### config.mk
export PLATFORM = sky130hd
export DESIGN_NAME = apb_arbiter_master
export DESIGN_NICKNAME = d
export VERILOG_FILES = /design/src/rtl/apb_arbiter_master.sv
export SDC_FILE = /design/constraint.sdc
export NUM_CORES = 1
export LEC_CHECK = 0
export ABC_AREA = 1
export CAP_MARGIN = 0
export CORE_AREA = 2 2 118 120
export DETAILED_ROUTE_END_ITERATION = 12
export DIE_AREA = 0 0 120 122
export PLACE_DENSITY = 0.82
export SYNTH_ARGS = -nofsm -noshare
export SYNTH_HDL_FRONTEND = slang
export SYNTH_SLANG_ARGS = --single-unit
### constraint.sdc
create_clock -name pclk -period 2.1 [get_ports pclk]
set_input_delay 0.21 -clock pclk [delete_from_list [all_inputs] [get_ports pclk]]
set_output_delay 0.21 -clock pclk [all_outputs]
set_load 0.02 [all_outputs]
### src/rtl/apb_arbiter_master.sv
// Two-requester round-robin arbiter driving a single APB master port.
// Each granted transfer runs SETUP then ACCESS and is aborted after TIMEOUT_CYCLES waits.
module apb_arbiter_master #(
  parameter int TIMEOUT_CYCLES = 16
) (
  input  logic        pclk,
  input  logic        presetn,
  input  logic [1:0]  req,
  input  logic [1:0]  req_write,
  input  logic [63:0] req_addr,
  input  logic [63:0] req_wdata,
  output logic [1:0]  done,
  output logic [31:0] rsp_rdata,
  output logic        rsp_err,
  output logic        psel,
  output logic        penable,
  output logic        pwrite,
  output logic [31:0] paddr,
  output logic [31:0] pwdata,
  input  logic [31:0] prdata,
  input  logic        pready,
  input  logic        pslverr,
  output logic [1:0]  fsm_state
);

  // Handshake: req[i] is a level held by requester i; the transfer is accepted when
  // SETUP starts and finishes with the one-cycle done[i] pulse carrying rsp_rdata/rsp_err.
  typedef enum logic [1:0] {
    IDLE   = 2'd0,
    SETUP  = 2'd1,
    ACCESS = 2'd2
  } state_t;

  localparam logic [4:0] LAST_WAIT = 5'(TIMEOUT_CYCLES - 1);

  state_t     state;
  logic       ptr;
  logic       winner;
  logic [4:0] wait_cnt;
  logic [1:0] eligible;
  logic       pick;

  assign fsm_state = state;

  // A requester whose done is high this cycle is masked so a held req is not re-granted.
  always_comb begin
    eligible = req & ~done;
    pick     = ptr;
    if (eligible == 2'b01) begin
      pick = 1'b0;
    end else if (eligible == 2'b10) begin
      pick = 1'b1;
    end
  end

  always_ff @(posedge pclk or negedge presetn) begin
    if (!presetn) begin
      state     <= IDLE;
      ptr       <= 1'b0;
      winner    <= 1'b0;
      wait_cnt  <= 5'd0;
      psel      <= 1'b0;
      penable   <= 1'b0;
      pwrite    <= 1'b0;
      paddr     <= 32'd0;
      pwdata    <= 32'd0;
      done      <= 2'b00;
      rsp_rdata <= 32'd0;
      rsp_err   <= 1'b0;
    end else begin
      done      <= 2'b00;
      rsp_rdata <= 32'd0;
      rsp_err   <= 1'b0;
      case (state)
        IDLE: begin
          if (|eligible) begin
            winner  <= pick;
            pwrite  <= pick ? req_write[1] : req_write[0];
            paddr   <= pick ? req_addr[63:32] : req_addr[31:0];
            pwdata  <= pick ? req_wdata[63:32] : req_wdata[31:0];
            psel    <= 1'b1;
            penable <= 1'b0;
            state   <= SETUP;
          end
        end
        SETUP: begin
          penable  <= 1'b1;
          wait_cnt <= 5'd0;
          state    <= ACCESS;
        end
        ACCESS: begin
          if (pready || (wait_cnt == LAST_WAIT)) begin
            psel    <= 1'b0;
            penable <= 1'b0;
            done    <= winner ? 2'b10 : 2'b01;
            ptr     <= ~winner;
            state   <= IDLE;
            if (pready) begin
              rsp_err   <= pslverr;
              rsp_rdata <= pwrite ? 32'd0 : prdata;
            end else begin
              // Timeout abort: flag an error with no data.
              rsp_err  <= 1'b1;
              wait_cnt <= wait_cnt + 5'd1;
            end
          end else begin
            wait_cnt <= wait_cnt + 5'd1;
          end
        end
        default: state <= IDLE;
      endcase
    end
  end

endmodule

==> impl_metrics.tcl <==
set metrics [dict create \
    finalCritPeriodShare_pct 82.1 \
    irDropWorstVdd_v 0.000556 \
    grt.overflow.total 0 \
    cpPeakStageDelay_ns 0.41 \
    hold_path_class "input pin to flip-flop" \
    outcome "finished, final reports clean" \
    grt_pass1_vias 5122 \
    post_dp_cell_area_um2 8260 \
    drive_gt1_share_pct 3.87 \
    syn_nets 869 \
    drt-initial-drc-count 356 \
    required_ns 2.37 \
    clk_latency_ns 0.34 \
    diodes 0 \
    ys_seq_elements 111 \
    synthDistinctLibCells 19 \
    yosysWarningCount 0 \
    routed_wl_mm 15.9 \
    vias 5309 \
    rr_startpoint "wait_cnt[0]" \
    synth_area_per_cell_um2 7.71 \
    hpwlAfterDp_mm 11.1 \
    antenna_found_initial 0 \
    timing.fmax_mhz 580 \
    grt_pass1_wl_mm 25.1 \
    yosysTopAreaCell "dfrtp_1" \
    power_leakage_nw 4.37 \
    fin_crit_ns 1.72 \
    cp-start-kind "flip-flop" \
    finalSetupTns_ns 0 \
    crit_chain "ha_1, nand2_1, nor2_1, ha_1, o21ai_0, buf_4, nor2_1, a21oi_1" \
    crit_start "wait_cnt[0]" \
    finClkSkew_ns 0.00585 \
    rsz0062_at_grt "false" \
    worstSetupPathType "flip-flop to flip-flop" \
    post-place-cells 1121 \
    io_buffers 271 \
    tightest_slew_ns 0.632 \
    drv_slew 0 \
    gp_congestion 0.833 \
    fin_cells 1137 \
    clk_pin_slew_ns 0.07 \
    htree_levels 3 \
    min_from "prdata[3]" \
    syn_to_final_growth_pct 59.0 \
    die_h_um 122 \
    cts_buffers 9 \
    maxCapViolCount 0 \
    arrival_ns 1.99 \
    die_x_um 120 \
    max_slew_margin_pct 57.9 \
    ioPinCount 272 \
    synthCells 699 \
    final_cell_mix "clkdlybuf4s50_1, nand2_1, inv_1, nand3_1, dfrtp_1" \
    wl_per_cell_um 14.0 \
    initial_utilization_pct 39.9 \
    root_buffer "clkbuf_16" \
    cts_tree "yes" \
    setup_viol 0 \
    rows 43 \
    vias_per_cell 4.67 \
    finalPower_mw 10.6 \
    grt_max_degree 112 \
    cpMaxStageDelayCell "dfrtp_1" \
    synth_top_cells_by_area "dfrtp_1, nand2_1, nand3_1" \
    synth_top_area_share_pct 51.6 \
    fill_cells 1171 \
    stdcell_area_um2 8560 \
    ant_nets 0 \
    hold_viol 0 \
    power_density_nw_per_um2 1230 \
    worstPathMaxFanout 4 \
    cts.sinks 111 \
    post_cts_resized 0 \
    mostFrequentLayoutCell "clkdlybuf4s50_1" \
    yosysSeqAreaShare_pct 51.6 \
    die_area_um2 14600 \
    grtUsageTotal_pct 21.5 \
    drc 0 \
    core-area_um2 13500 \
    syn-cell-area_um2 5390 \
    nets 1123 \
    clockBufferDepth 2 \
    cp-end-kind "flip-flop" \
    dr.pass1.iters 4 \
]
==> report_power, final <==
group | leakage [nW] | total, mW | internal (mW) | switching (mW)
Combinational | 2.82 | 5.50 | 2.35 | 3.16
Sequential | 1.41 | 3.34 | 2.92 | 0.423
Clock | 0.146 | 1.70 | 0.930 | 0.774
Total | 4.37 | 10.6 | 6.20 | 4.35
==> kinds of logic (layout without fill, tap and decap cells) <==
| family | Yosys count | in the layout | synth area share (%) |
|---|---|---|---|
| buf+inv | 186 | 444 | 14.3 |
| simple gates | 389 | 389 | 32.5 |
| fa+ha+maj | 2 | 2 | 0.465 |
| flops | 111 | 111 | 51.6 |
| xor+xnor | 1 | 1 | 0.163 |
| compound gates | 10 | 10 | 1.05 |
==> flip-flops by register name (all words and copies together) (netlist names) <==
signal / flops
done: 2
pwdata: 32
rsp_err: 1
penable: 1
rsp_rdata: 32
ptr: 1
pwrite: 1
fsm_state: 2
wait_cnt: 5
paddr: 32
psel: 1
winner: 1
==> worst max-delay path, delay by kind of cell, from the launching register on <==
kind / cells / cell delay (ns)
buffers and inverters: 1 / 0.21
adder cells (fa/ha/maj): 2 / 0.42
AO/OA/AOI/OAI: 2 / 0.45
flip-flops: 1 / 0.41
AND/OR/NAND/NOR: 3 / 0.16
==> layout make-up <==
type / count / area, um2 / share of cell area (%)
timing repair buffer: 285 / 2870 / 33.5
tap: 180 / 225 / 2.63
multi-input combinational: 402 / 1860 / 21.7
clock inverter: 6 / 70.1 / 0.818
clock buffer: 9 / 225 / 2.63
inverter: 144 / 541 / 6.31
sequential: 111 / 2780 / 32.4
==> Yosys cell counts <==
cell and n:
nand2_1 211, nor3b_1 32, o21ai_0 5, nand3_1 133
o22ai_1 2, ha_1 2, nor2_1 11, xnor2_1 1
clkbuf_1 8, buf_2 26, a21oi_1 2, dfrtp_1 111
inv_2 4, inv_1 140, a21oi_2 1, buf_6 2
or2_1 1, nor3_1 1, buf_4 6
==> layer usage <==
metal	global-route usage, %	vias up	wire, um
li1	-	2617	-
met1	26.3	2462	6510
met2	36.2	211	7740
met3	6.98	19	1420
met4	6.99	0	242
met5	0	-	0
==> metrics by stage <==
step           setup WS (ns)  hold slack, ns  utilization (%)
5_1_grt                0.170           0.412             63.4
3_3_place_gp           0.355           0.337             61.1
3_5_place_dp           0.358           0.342             61.1
2_1_floorplan          0.547         -0.0856                -
6_report               0.377           0.419             63.4
4_1_cts                0.353           0.404             63.4
==> repair_timing <==
| item | CTS | global route |
|---|---|---|
| endpoints found under the hold margin | 111 | 0 |
| buffers inserted | 0 | 0 |
| setup endpoints to repair | 0 | 0 |
| hold buffers | 1 | 0 |
==> final timing paths <==
path,to,slack [ns],cells past startpoint
max in group asynchronous,paddr[20],1.14,3
max,ptr,0.38,8
min reg2reg,done[0],0.46,1
min in group asynchronous,pwdata[24],0.44,3
max reg2reg,ptr,0.38,8
min,rsp_rdata[3],0.42,2
No activity file was read; power rests on OpenSTA's default activity.
